--- src/rtl/inst_fetch_ctrl.sv ---
// Instruction fetch sequencer: streams a block of words from a 1-cycle imem
// into a small prefetch FIFO and hands them to the decoder on valid/ready.
module inst_fetch_ctrl #(
    parameter int DATA_WIDTH = 32,
    parameter int ADDR_WIDTH = 11,
    parameter int FIFO_DEPTH = 4,
    parameter int OPCODE_W   = 4,
    parameter logic [OPCODE_W-1:0] OP_BLOCK_END = 4'hF
) (
    input  logic                  clk,
    input  logic                  reset,
    input  logic                  start,
    input  logic [ADDR_WIDTH-1:0] start_addr,
    input  logic                  abort,
    output logic                  busy,
    output logic                  done,
    output logic                  imem_read_req,
    output logic [ADDR_WIDTH-1:0] imem_read_addr,
    input  logic [DATA_WIDTH-1:0] imem_read_data,
    output logic                  inst_valid,
    input  logic                  inst_ready,
    output logic [DATA_WIDTH-1:0] inst_data,
    output logic [ADDR_WIDTH-1:0] inst_addr
);
    localparam int PW = (FIFO_DEPTH > 1) ? $clog2(FIFO_DEPTH) : 1;
    localparam int CW = PW + 1;

    typedef enum logic [1:0] {IDLE, FETCH, DRAIN} state_t;

    state_t                state_q, state_d;
    logic [ADDR_WIDTH-1:0] ptr_q, ptr_d;
    logic                  inflight_q;
    logic [ADDR_WIDTH-1:0] req_addr_q;
    logic [DATA_WIDTH-1:0] fifo_data_q [FIFO_DEPTH];
    logic [ADDR_WIDTH-1:0] fifo_addr_q [FIFO_DEPTH];
    logic [PW-1:0]         wr_q, rd_q;
    logic [CW-1:0]         count_q, count_d;

    logic       pop, push, head_end, ret_end;
    logic [CW:0] occ;

    always_comb begin
        inst_valid = (count_q != '0);
        inst_data  = fifo_data_q[rd_q];
        inst_addr  = fifo_addr_q[rd_q];
        pop        = inst_valid && inst_ready;
        head_end   = (inst_data[DATA_WIDTH-1 -: OPCODE_W] == OP_BLOCK_END);
        ret_end    = (imem_read_data[DATA_WIDTH-1 -: OPCODE_W] == OP_BLOCK_END);
        // Returns landing after the end word (state already DRAIN) are dropped.
        push       = inflight_q && (state_q == FETCH);
        occ        = (CW+1)'(count_q) + (CW+1)'(inflight_q) - (CW+1)'(pop);
        imem_read_req  = (state_q == FETCH) && !abort && (occ < (CW+1)'(FIFO_DEPTH));
        imem_read_addr = imem_read_req ? ptr_q : '0;
        busy       = (state_q != IDLE);
        done       = (state_q == DRAIN) && pop && head_end && !abort;
        count_d    = count_q + CW'(push) - CW'(pop);

        state_d = state_q;
        ptr_d   = imem_read_req ? ptr_q + ADDR_WIDTH'(1) : ptr_q;
        case (state_q)
            IDLE: if (start) begin
                state_d = FETCH;
                ptr_d   = start_addr;
            end
            FETCH: if (push && ret_end) state_d = DRAIN;
            DRAIN: if (pop && head_end) state_d = IDLE;
            default: state_d = IDLE;
        endcase
        if (abort) state_d = IDLE;
    end

    always_ff @(posedge clk) begin
        if (!reset) begin
            state_q    <= IDLE;
            ptr_q      <= '0;
            inflight_q <= 1'b0;
            req_addr_q <= '0;
            wr_q       <= '0;
            rd_q       <= '0;
            count_q    <= '0;
            for (int i = 0; i < FIFO_DEPTH; i++) begin
                fifo_data_q[i] <= '0;
                fifo_addr_q[i] <= '0;
            end
        end else begin
            state_q    <= state_d;
            ptr_q      <= ptr_d;
            inflight_q <= imem_read_req;
            if (imem_read_req) req_addr_q <= ptr_q;
            if (abort) begin
                wr_q    <= '0;
                rd_q    <= '0;
                count_q <= '0;
            end else begin
                if (push) begin
                    fifo_data_q[wr_q] <= imem_read_data;
                    fifo_addr_q[wr_q] <= req_addr_q;
                    wr_q              <= wr_q + PW'(1);
                end
                if (pop) rd_q <= rd_q + PW'(1);
                count_q <= count_d;
            end
        end
    end
endmodule

--- config.mk ---
export PLATFORM = sky130hd
export DESIGN_NAME = inst_fetch_ctrl
export DESIGN_NICKNAME = d
export VERILOG_FILES = /design/src/rtl/inst_fetch_ctrl.sv
export SDC_FILE = /design/constraint.sdc
export NUM_CORES = 1
export LEC_CHECK = 0
export ABC_CLOCK_PERIOD_IN_PS = 6000
export BUFFER_PORTS_ARGS = -buffer_cell sky130_fd_sc_hd__buf_2
export CORE_ASPECT_RATIO = 1.5
export CORE_MARGIN = 2
export CORE_UTILIZATION = 50
export CTS_BUF_LIST = sky130_fd_sc_hd__clkbuf_2 sky130_fd_sc_hd__clkbuf_4 sky130_fd_sc_hd__clkbuf_8
export DETAILED_ROUTE_END_ITERATION = 7
export PLACE_DENSITY = 0.7
export RECOVER_POWER = 25
export SLEW_MARGIN = 20
export SYNTH_ARGS = -nofsm -noshare
export SYNTH_HDL_FRONTEND = slang
export SYNTH_SLANG_ARGS = --single-unit
--- constraint.sdc ---
create_clock -name clk -period 6 [get_ports clk]
set_input_delay 0.6 -clock clk [delete_from_list [all_inputs] [get_ports clk]]
set_output_delay 0.6 -clock clk [all_outputs]
set_load 0.01 [all_outputs]
---- Word level (Yosys, flattened, before mapping) ----
Memories as Yosys holds them, arrays and structs flattened. A register that Yosys moved wholly into a read port is not among the register bits.
Cells that the tools add are included.
word-level totals
  bits in registers ....................... 32
  memory bits (writable) .................. 172
  input port bits ......................... 48
  output and inout port bits .............. 58
  memories ................................ 2
cells by class
  add/subtract/negate cells ............... 7
  $lt $le $gt $ge ......................... 1
  eq/ne operators ......................... 7
  muxes and demuxes ....................... 23
  bitwise gates (word level) .............. 1
  reductions and logical operators ........ 17
memory list
  name         words  width  rd ports  clocked after Yosys merged registers in  write ports  RTL line  RTL
  fifo_data_q  4      32     1         1                                        4            34        logic [DATA_WIDTH-1:0] fifo_data_q [FIFO_DEPTH];
  fifo_addr_q  4      11     1         1                                        4            35        logic [ADDR_WIDTH-1:0] fifo_addr_q [FIFO_DEPTH];
operators by type and width
  cell                                                                           count
  11-bit 2-to-1 mux                                                              5
  32-bit 2-to-1 mux                                                              1
  32-bit OR reduction                                                            1
  2-bit 2-to-1 mux                                                               9
  11-bit by 1-bit adder with 11-bit output (second input constant)               1
  11-bit OR reduction                                                            1
  1-bit logical AND                                                              9
  4-bit == test (second input constant)                                          2
  1-bit 2-to-1 mux                                                               7
  2-bit case mux with 3 select lines                                             1
  2-bit by 1-bit adder with 2-bit output (second input constant)                 2
  3-bit by 1-bit adder with 4-bit output                                         1
  4-bit by 3-bit less-than comparator with 1-bit output (second input constant)  1
  2-bit by 1-bit inequality test with 1-bit output (second input constant)       2
  4-bit by 1-bit subtractor with 4-bit output                                    1
  3-bit by 1-bit adder with 3-bit output                                         1
  3-bit AND reduction                                                            1
  3-bit nonzero test                                                             1
  3-bit by 1-bit subtractor with 3-bit output                                    1
  2-bit by 1-bit == test with 1-bit output (second input constant)               1
  2-bit == test (second input constant)                                          1
  2-bit logical NOT                                                              1
  2-bit inequality test (second input constant)                                  1
  2-bit nonzero test                                                             1
  3 further kinds                                                                3

---- Logic depth before layout (Yosys ltp) ----
Gate-level depths: netlist (run 1).
  depth in word-level cells ............... 8
  mapped depth ............................ 15
  mapped depth without buffers ............ 11

---- Worst setup path before layout (run 1) ----
Ideal clock, no wire load.
  kind .................................... input port to flip-flop
  from .................................... in abort
  to ...................................... mem fifo_addr_q[3][0] (enable)
  arrival ................................. 3.774 ns
  path slack .............................. 1.723 ns
  cell stages on the path ................. 2
  path buffers ............................ 0
  path through ............................ nand2b_1 > o21ai_0
RTL lines
  what         RTL line  RTL
  from (decl)  14        input logic abort,
  to (decl)    35

---- Worst setup path after layout (run 1) ----
  from .................................... reg count_q[1]
  to ...................................... out imem_read_addr[5]
on the way
  longest elaborated chain between the ends .. 6
RTL lines
  what                                                                                            RTL line  RTL
  from (decl)                                                                                     37        logic [CW-1:0] count_q, count_d;
  from (signal assigned)                                                                          101       count_q <= count_d;
  parallel branches: the longest is 2 deep, another holds 3-bit by 1-bit adder with 4-bit output  -
  4-bit by 1-bit subtractor with 4-bit output (*)                                                 51        occ = (CW+1)'(count_q) + (CW+1)'(inflight_q) - (CW+1)'(pop);
  4-bit by 3-bit less-than comparator with 1-bit output (*)                                       52        imem_read_req = (state_q == FETCH) && !abort && (occ < (CW+1)'(FIFO_DEPTH));
  1-bit logical AND (*)                                                                           52
  11-bit 2-to-1 mux (*)                                                                           53        imem_read_addr = imem_read_req ? ptr_q : '0;
  to (decl)                                                                                       18        output logic [ADDR_WIDTH-1:0] imem_read_addr,
Mark *: on every way between the ends.

==> results.md, run 1 <==
* Status: complete, but fails checks
* Violated checks: capacitance limit, slew limit
* Buf/Inv on CP at 4
* First-pass iteration count of the detailed router at 5
* Ys async rst share at 0
* Crit path cell chain: or3_1 > and2_1 > ha_1 > inv_1 > ha_1 > and3b_1 > or4_1 > and2_1 > inv_2 > nand2_1 > inv_1 > buf_2
* Synth top area share at 0.574
* Crit end category: output pin
* Yosys cell types at 39
* Grt met1 use at 0.236
* Seq cells post-synth at 206
* Htree depth at 1
* Hold Crit Class: input pin to flip-flop
* Final Hold Vio Count at 0
* Post CTS Setup Buffer Count at 0
* Setup WS post-layout at 1.53 ns
* EDFF count, synth at 172
* Vias in the first global route at 5658
* Setup TNS at 0 ns
* Crit path largest cell delay at 0.64 ns
* Fmax at 0.224 GHz
* Yosys Warn Count at 0
* Finished Core Util at 0.575
* Most used routing layer: met2
* Critical Path Slowest Stage Cell: or4_1
* Syn_nets at 676
* Initial antenna violation count at 0
* Syn Inst Count at 621
* DRT antenna net count at 0
* Setup WS pre-CTS at 2.10 ns
* DR vias at 5286
* Layout cells sized above 1 at 0.268
* Synthesis-to-layout area growth at 13.9%
* Power per cell area at 267 nW/um^2
* Final min period at 4.47 ns
* Die Y at 168 microns
* Clock latency on the worst-skew pair at 0.54 ns
* Placed Instances at 914
* R2r startpoint: state_q[0]
* Worst Path Required at 5.40 ns
* Max cap viols at 4
* Sequential fraction of the synthesis area at 0.650
* Slew Limit Fails at 179
* Synth area leaders: edfxtp_1 57%, and2_1 12%, mux4_2 11%
* Largest net degree at the start of global routing at 45
* Setup violators final at 0
* Final WL at 18700 microns
* Clk slew on worst S/H paths at 0.07 ns
* Post-synth top area cell: edfxtp_1
* Delay-heaviest family, CP: simple AND/OR/NAND/NOR gates
* Die outline width at 113 microns
* GR Layer Usage met2 at 0.379
* CTS root buffer: clkbuf_8
* Hold buffer count at CTS at 0
* CP Max Fanout at 17
* Crit path DAT at 3.87 ns
* DRT iter0 DRCs at 318
* Worst-Margin Slew at 2.87 ns
* CTS Sinks at 206
* TritonCTS buffer count at 29
* DRC at 0
* Hold Startpoint: start_addr[6]
* Skew final at 0.0128 ns
* Post-CTS Resized at 0
* Mapped cell area at 8990 sq um
* Static Leak at 3.90 nW
* Ports at 106
* Startpoint types: flip-flop
* Residual overflow from global routing at 0
* Port bufs at 105
* GR Util All Layers at 0.199
* Initial Utilization at 0.505
* Final period utilization at 0.744
* Die area at 19100 sq um
* Vias per cell at 5.47
* RSZ-0062 raised after global routing: no
* CP startpoint: count_q[1]
* VDD IR max at 0.179 mV
* TritonCTS clock tree: yes
* Nets at 783
* Antenna diodes at 0
* Main synth FF type: edfxtp_1
* Core area at 17800 sq um
* GPL Wtd Cong at 0.787
* Most frequent cells after synthesis: 177 x and2_1, 172 x edfxtp_1, 43 x mux4_2
* Finished Layout Cells at 966
* Average wire per standard cell at 19.4 microns
* Syn Area/Cell at 14.5 sq um
* Setup CP Type: flip-flop to output pin
* Fillers at 1425
* Met3 Use GR at 0.0284
* CTS max path bufs at 3
* Top-count cell post-synth: and2_1
* Slew margin rel. at -0.911
* Post-DP HPWL at 10900 microns
* First-pass GRT wire length at 29400 microns
* FP Rows at 60
## sequential cells by signal, summed over array words and instances, names as in the netlist, named ones only
signal,count
count_q,3
state_q,2
fifo_data_q,128
inflight_q,1
fifo_addr_q,44
rd_q,2
req_addr_q,11
wr_q,2
ptr_q,11
## final cells by class
class	instances	area (sq um)	share of cell area
multi-input cells	357	2940	0.287
well taps	217	272	0.0265
flip-flops and latches	206	5850	0.571
clock inverters	13	55.1	0.00538
inverters	21	78.8	0.00770
repair buffers	113	567	0.0554
clock buffers	39	474	0.0463
## layer usage
layer  wire length [microns]  share of wire
met5                       0              0
met4                     240          0.013
met3                     936          0.050
met1                    7000           0.37
met2                   10600           0.56
## cells in the final DEF, fill, tap and decap left out, types with 2 or more instances in the layout
cell,synthesis,layout
and2_0,0,28
clkbuf_4,0,10
dfxtp_1,34,32
clkbuf_8,0,29
buf_2,1,102
buf_4,1,4
a21boi_1,7,7
and3_1,2,2
nand2b_2,0,3
o21ai_0,14,13
xor2_1,4,4
a21oi_1,13,13
a21boi_0,6,6
a31oi_1,4,4
xnor2_1,10,10
clkinv_1,0,8
nand2_1,28,28
nand2b_1,5,2
and2_1,177,149
inv_1,20,20
or3_1,3,3
nor2_1,13,12
ha_1,6,6
clkbuf_1,30,7
mux4_2,43,43
nand4_1,3,3
nand3_1,5,5
clkinv_2,0,5
nor3b_1,3,3
edfxtp_1,172,172
## cell families (layout without fill, tap and decap cells)
kind of cell	after synthesis	in the layout	share of synthesized area
flops	206	206	0.650
simple gates	248	248	0.163
buf+inv	58	186	0.0257
mux	43	43	0.108
compound gates	45	45	0.0296
xor+xnor	14	14	0.0136
fa+ha+maj	7	7	0.0106
## final timing paths
check,end,slack (ns),depth (start not counted)
setup reg to reg,fifo_data_q[1][21],1.95,6
hold / removal,ptr_q[6],0.35,3
hold reg to reg,req_addr_q[4],0.49,2
setup / recovery,imem_read_addr[5],1.53,12
## worst register-to-register path, stage by stage, from the launching register on
cell and delay [ns]:
dfxtp_1 0.47, nor3b_1 0.29, nand3_1 0.18, nor3b_1 0.29, clkbuf_1 1.53, nand2b_2 0.34, buf_4 0.57
## stage by stage
stage | area (sq um) | total power, mW | hold slack [ns]
2_1_floorplan | 8990 | 1.70 | 0.456
3_3_place_gp | 9740 | 1.75 | 0.481
3_5_place_dp | 9740 | 1.76 | 0.488
4_1_cts | 10300 | 2.76 | 0.329
5_1_grt | 10200 | 2.83 | 0.352
6_report | 10200 | 2.73 | 0.351
## power by group
part	total (mW)	internal, mW	switching, mW
Sequential	1.61	1.59	0.0197
Combinational	0.116	0.0452	0.0708
Clock	1.01	0.511	0.495
Total	2.73	2.15	0.586
(Power assumes the default switching activity.)
==> run 2: changes to the inputs <==
--- a/config.mk
+++ b/config.mk
@@ -5,7 +5,7 @@
 export SDC_FILE = /design/constraint.sdc
 export NUM_CORES = 1
 export LEC_CHECK = 0
-export ABC_CLOCK_PERIOD_IN_PS = 6000
+export ABC_CLOCK_PERIOD_IN_PS = 4550
 export BUFFER_PORTS_ARGS = -buffer_cell sky130_fd_sc_hd__buf_2
 export CORE_ASPECT_RATIO = 1.5
 export CORE_MARGIN = 2
==> constraint.sdc (replaced) <==
create_clock -name clk -period 4.55 [get_ports clk]
set_input_delay 0.455 -clock clk [delete_from_list [all_inputs] [get_ports clk]]
set_output_delay 0.455 -clock clk [all_outputs]
set_load 0.01 [all_outputs]
==> run 2 against run 1 <==
- the flow still finishes with violations (capacitance limit, slew limit)
- combinational power increased by 31%
- worst setup slack got worse by 1.2 ns
- sequential share of layout area shrank 1.1 points
- clock-buffer cell count fell by 1
- via count about the same
- clock power up 71%
- wire length is 0.93% lower
- register-to-register slack worse by 1.6 ns
- cell area grew 1.9%
==> results.md, run 2 (synthesis gave the netlist of run 1 again) <==
* Status: complete, but fails checks
* Violated checks: capacitance limit, slew limit
* Static Leak at 4.01 nW
* Post CTS Setup Buffer Count at 0
* Fillers at 1408
* Crit path DAT at 4.45 ns
* Synthesis-to-layout area growth at 16.1%
* VDD IR max at 0.229 mV
* Die area at 19100 sq um
* Final period utilization at 0.934
* Hold Crit Class: input pin to flip-flop
* GPL Wtd Cong at 0.799
* RSZ-0062 raised after global routing: no
* Setup TNS at 0 ns
* Slew margin rel. at -1.24
* Antenna diodes at 0
* Power per cell area at 383 nW/um^2
* Buf/Inv on CP at 2
* Setup WS pre-CTS at 0.799 ns
* Startpoint types: flip-flop
* First-pass iteration count of the detailed router at 4
* Setup CP Type: flip-flop to flip-flop
* DRT iter0 DRCs at 279
* Residual overflow from global routing at 0
* DR vias at 5283
* Post-DP HPWL at 11200 microns
* Average wire per standard cell at 19.2 microns
* Worst Path Required at 4.75 ns
* Commonest non-fill, non-tap cells in the layout: 172 x edfxtp_1, 155 x and2_1, 103 x buf_2
* Final Hold Vio Count at 0
* Worst-Margin Slew at 3.32 ns
* CTS root buffer: clkbuf_8
* Core area at 17800 sq um
* Setup violators final at 0
* Critical Path Slowest Stage Cell: clkbuf_1
* Delay-heaviest family, CP: buffers and inverters
* Most common cell after layout, fill and taps aside: edfxtp_1
* Initial Utilization at 0.505
* Max cap viols at 2
* Skew final at 0.0145 ns
* Crit end category: flip-flop
* Biggest register: fifo_data_q
* Final WL at 18600 microns
* Hold buffer count at CTS at 0
* Setup WS post-layout at 0.301 ns
* Max reg flops at 128
* CTS Sinks at 206
* TritonCTS clock tree: yes
* DRC at 0
* Vias in the first global route at 5661
* Clock latency on the worst-skew pair at 0.54 ns
* CP Max Fanout at 44
* Post-CTS Resized at 0
* Fmax at 0.235 GHz
* GR Util All Layers at 0.196
* Clk slew on worst S/H paths at 0.07 ns
* First-pass GRT wire length at 29100 microns
* Largest net degree at the start of global routing at 45
* Htree depth at 1
* Crit path cell chain: nor3b_1 > nand3_1 > nor3b_2 > clkbuf_1 > nand2b_2 > buf_4
* Initial antenna violation count at 0
* Ports at 106
* DRT antenna net count at 0
* FP Rows at 60
* Final min period at 4.25 ns
* Crit path largest cell delay at 1.47 ns
* Slew Limit Fails at 66
* Nets at 784
* CTS max path bufs at 3
* TritonCTS buffer count at 30
* Port bufs at 105
* Die outline width at 113 microns
* Layout cells sized above 1 at 0.286
* Vias per cell at 5.45
* Die Y at 168 microns
* Biggest registers after layout: fifo_data_q x128, fifo_addr_q x44
[run 2: cell count changes in the layout (fill, tap and decap cells not counted), moves of 4 or more]
cell / before / now
and2_0: 28 / 21
clkbuf_1: 7 / 3
bufinv_16: 0 / 6
and2_1: 149 / 155
clkinv_1: 8 / 3
[run 2: power by group]
group / leakage, nW / total (mW) / switching [mW] / internal [mW]
sequential: 2.05 / 2.12 / 0.0257 / 2.10
combinational: 1.58 / 0.152 / 0.0922 / 0.0597
clock: 0.368 / 1.73 / 0.690 / 1.04
total: 4.01 / 4.00 / 0.807 / 3.19
[run 2: worst min-delay path, stage by stage]
cell	delay, ns
buf_2	0.07
o21ai_0	0.07
a21oi_1	0.10
[run 2: through the flow]
step	hold WS, ns	std cells	cell area [sq um]	utilization	power [mW]
after floorplan	0.456	621	8990	-	2.24
final	0.199	969	10400	0.587	4.00
after global routing	0.174	969	10400	0.587	4.14
after CTS	0.170	969	10500	0.588	4.04
after global placement	0.484	914	9740	0.548	2.31
after detailed placement	0.491	914	9740	0.548	2.32
[run 2: path summary, 6_finish.rpt]
| kind | startpoint | endpoint | slack [ns] | cells after the start |
|---|---|---|---|---|
| max | state_q[0] | fifo_data_q[2][15] | 0.30 | 6 |
| min | start_addr[6] | ptr_q[6] | 0.20 | 3 |
| max reg2reg | state_q[0] | fifo_data_q[2][15] | 0.30 | 6 |
| min reg2reg | req_addr_q[4] | req_addr_q[4] | 0.50 | 2 |
[run 2: layout make-up]
class	count	area [sq um]	area share
Sequential cell	206	5850	0.561
Multi-Input combinational cell	357	2940	0.282
Timing Repair Buffer	113	579	0.0555
Clock buffer	38	479	0.0459
Tap cell	217	272	0.0260
Clock inverter	17	236	0.0227
Inverter	21	78.8	0.00755
[run 2: metal layers]
metal  up-vias  GRT usage  share of wire
li1       2454          -              -
met1      2642      0.232           0.39
met2       152      0.364           0.53
met3        35     0.0320          0.053
met4         0     0.0599          0.021
met5         -          0              0
==> run 3: changes to the inputs <==
--- a/config.mk
+++ b/config.mk
@@ -5,6 +5,7 @@
 export SDC_FILE = /design/constraint.sdc
 export NUM_CORES = 1
 export LEC_CHECK = 0
+export ABC_AREA = 1
 export ABC_CLOCK_PERIOD_IN_PS = 4550
 export BUFFER_PORTS_ARGS = -buffer_cell sky130_fd_sc_hd__buf_2
 export CORE_ASPECT_RATIO = 1.5
==> run 3 against run 2 <==
- non-clock buffer count is 6 higher
- the run still ends with capacitance limit, slew limit left
- total power is 2.6% lower
- flip-flop and latch count stayed put
- combinational power is 16% higher
- cell area hardly changed
- largest power group unchanged
- via count is 30% higher
- hold slack hardly changed
- fmax is 19% higher
- sequential share of layout area hardly changed
- clock-buffer cell count is 2 higher
- utilization is 0.26 points lower
- largest cell class unchanged
- register-to-register slack better by 1.0 ns
==> results.md, run 3 <==
* Skew final at 0.0117 ns
* Crit path top cell by count: inv_1
* TritonCTS clock tree: yes
* Hold WS at 0.199 ns
* Commonest non-fill, non-tap cells in the layout: 258 x nor2_1, 172 x edfxtp_1, 105 x buf_2
* Setup CP Type: flip-flop to output pin
* Levels on crit path at 15
* CTS Sinks at 206
* Main synth FF type: edfxtp_1
* DRT iter0 DRCs at 465
* Layout cells sized above 1 at 0.173
* Seq cells post-synth at 206
* Design Power at 3.90 mW
* Slew Limit Fails at 114
* Worst Hold Path EP: ptr_q[6]
* Nets at 1093
* VDD IR max at 0.253 mV
* Crit end category: output pin
* Fmax at 0.280 GHz
* Die area at 19300 sq um
* Setup violators final at 0
* WHS Path Cells at 4
* Hold Crit Class: input pin to flip-flop
* R2r startpoint: state_q[1]
* Syn Area/Cell at 9.70 sq um
* Htree depth at 1
* First-pass GRT wire length at 34000 microns
* DRT antenna net count at 0
* Ports at 106
* Hold Startpoint: start_addr[6]
* CTS root buffer: clkbuf_8
* Post-synth top area cell: edfxtp_1
* Clk slew on worst S/H paths at 0.06 ns
* First-pass iteration count of the detailed router at 7
* Critical Path Slowest Stage Cell: dfxtp_1
* Die outline width at 114 microns
* Biggest registers after layout: fifo_data_q x128, fifo_addr_q x44
* Yosys cell types at 31
* DR vias at 6847
* Synth top area share at 0.567
* Reg2Reg Setup Slack at 1.32 ns
* Final period utilization at 0.784
* Antenna diodes at 0
* EDFF count, synth at 172
* Average wire per standard cell at 16.5 microns
* Power per cell area at 373 nW/um^2
* FF-to-FF path depth at 6
* GR Util All Layers at 0.223
* Startpoint types: flip-flop
* Vias per cell at 5.35
* FP Rows at 60
* Largest net degree at the start of global routing at 51
* Setup TNS at 0 ns
* Synth area leaders: edfxtp_1 57%, nor2_1 11%, dfxtp_1 7.5%
* Static Leak at 4.44 nW
* Vias in the first global route at 6905
* Top-count cell post-synth: nor2_1
* Fillers at 1588
* Max reg flops at 128
* Final Hold Vio Count at 0
* Sequential fraction of the synthesis area at 0.642
* Post CTS Setup Buffer Count at 0
* Slew margin rel. at -0.664
* Most common cell after layout, fill and taps aside: nor2_1
* RSZ-0062 raised after global routing: no
* Clock latency on the worst-skew pair at 0.56 ns
* Mapped cell area at 9100 sq um
* Yosys Warn Count at 0
* Syn Inst Count at 939
* Final WL at 21200 microns
* Crit path cell chain: inv_1 > nand3_1 > nand2_1 > inv_1 > ha_1 > inv_1 > ha_1 > nand3_1 > a21oi_2 > nand3_2 > buf_4 > inv_2 > nand2_1 > inv_1 > buf_2
* TritonCTS buffer count at 31
* Post-CTS Resized at 0
* Crit path largest cell delay at 0.40 ns
* Worst Path Required at 4.09 ns
* Most frequent cells after synthesis: 257 x nor2_1, 172 x edfxtp_1, 101 x inv_1
* CTS max path bufs at 3
* Ys async rst share at 0
* GPL Wtd Cong at 0.865
* Delay-heaviest family, CP: buffers and inverters
* Max cap viols at 3
* Buf/Inv on CP at 7
* Biggest register: fifo_data_q
* Crit path DAT at 3.11 ns
* Port bufs at 105
* Hold buffer count at CTS at 0
* DRC at 0
* Worst-Margin Slew at 2.50 ns
* Residual overflow from global routing at 0
* Post-DP HPWL at 12500 microns
* Initial antenna violation count at 1
* Final min period at 3.57 ns
* CP Max Fanout at 23
* Status: complete, but fails checks
* Syn_nets at 994
* Core area at 17900 sq um
* Violated checks: capacitance limit, slew limit
* Die Y at 169 microns
* RR Endpoint: fifo_data_q[0][25]
* Synthesis-to-layout area growth at 14.6%
* Initial Utilization at 0.510
## run 3: changes by cell type after synthesis, sizes merged, moves of 43 or more
cell and delta:
nand2 +62, mux4 -43, o21ai +80, nor2 +247
and2 -177, inv +85
## run 3: area by class of cell
cell class              count  area (sq um)  share of cell area
flip-flops and latches    206          5850               0.560
multi-input cells         574          2640               0.253
clock buffers              40           500              0.0480
clock inverters            17           160              0.0153
well taps                 217           272              0.0260
repair buffers            119           619              0.0594
inverters                 106           398              0.0381
## run 3: power by group
group	internal (mW)	leakage [nW]	switching (mW)
clock network	0.893	0.349	0.702
logic	0.0576	2.04	0.119
registers	2.10	2.05	0.0267
total	3.05	4.44	0.848
## run 3: per-layer routing
metal  vias to the layer above  global-route usage  wire [microns]
met1                      3229               0.266            8360
li1                       3334                   -               -
met3                        57              0.0393            1330
met5                         -                   0              13
met2                       225               0.390           10700
met4                         2               0.100             741
## run 3: how the worst max path moves through the flow
stage	start	end	slack, ns
5_1_grt	count_q[1]	imem_read_addr[9]	0.69
3_3_place_gp	inst_ready	imem_read_addr[0]	1.63
3_5_place_dp	count_q[1]	imem_read_addr[0]	1.58
6_report	count_q[1]	imem_read_addr[0]	0.98
4_1_cts	count_q[1]	imem_read_addr[0]	0.96
2_1_floorplan	state_q[0]	fifo_addr_q[3][0]	1.06
## run 3: kinds of logic after synthesis
family	after synthesis	synth area share
XOR/XNOR	7	0.00673
AND/OR/NAND/NOR	404	0.179
buffers and inverters	159	0.0697
flip-flops	206	0.642
AO/OA/AOI/OAI	156	0.0924
adder cells (fa/ha/maj)	7	0.0104
## run 3: stage by stage
stage | util | cell area [sq um] | instances | worst slack [ns]
final | 0.584 | 10400 | 1279 | 0.985
after global routing | 0.584 | 10400 | 1279 | 0.692
after CTS | 0.585 | 10500 | 1279 | 0.963
after detailed placement | 0.548 | 9800 | 1222 | 1.58
after global placement | 0.548 | 9800 | 1222 | 1.63
after floorplan | - | 9110 | 939 | 1.06
## run 3: worst min-delay path, delay by kind of cell
kind,cells,cell delay [ns]
buffers and inverters,2,0.12
and+or+nand+nor,2,0.16
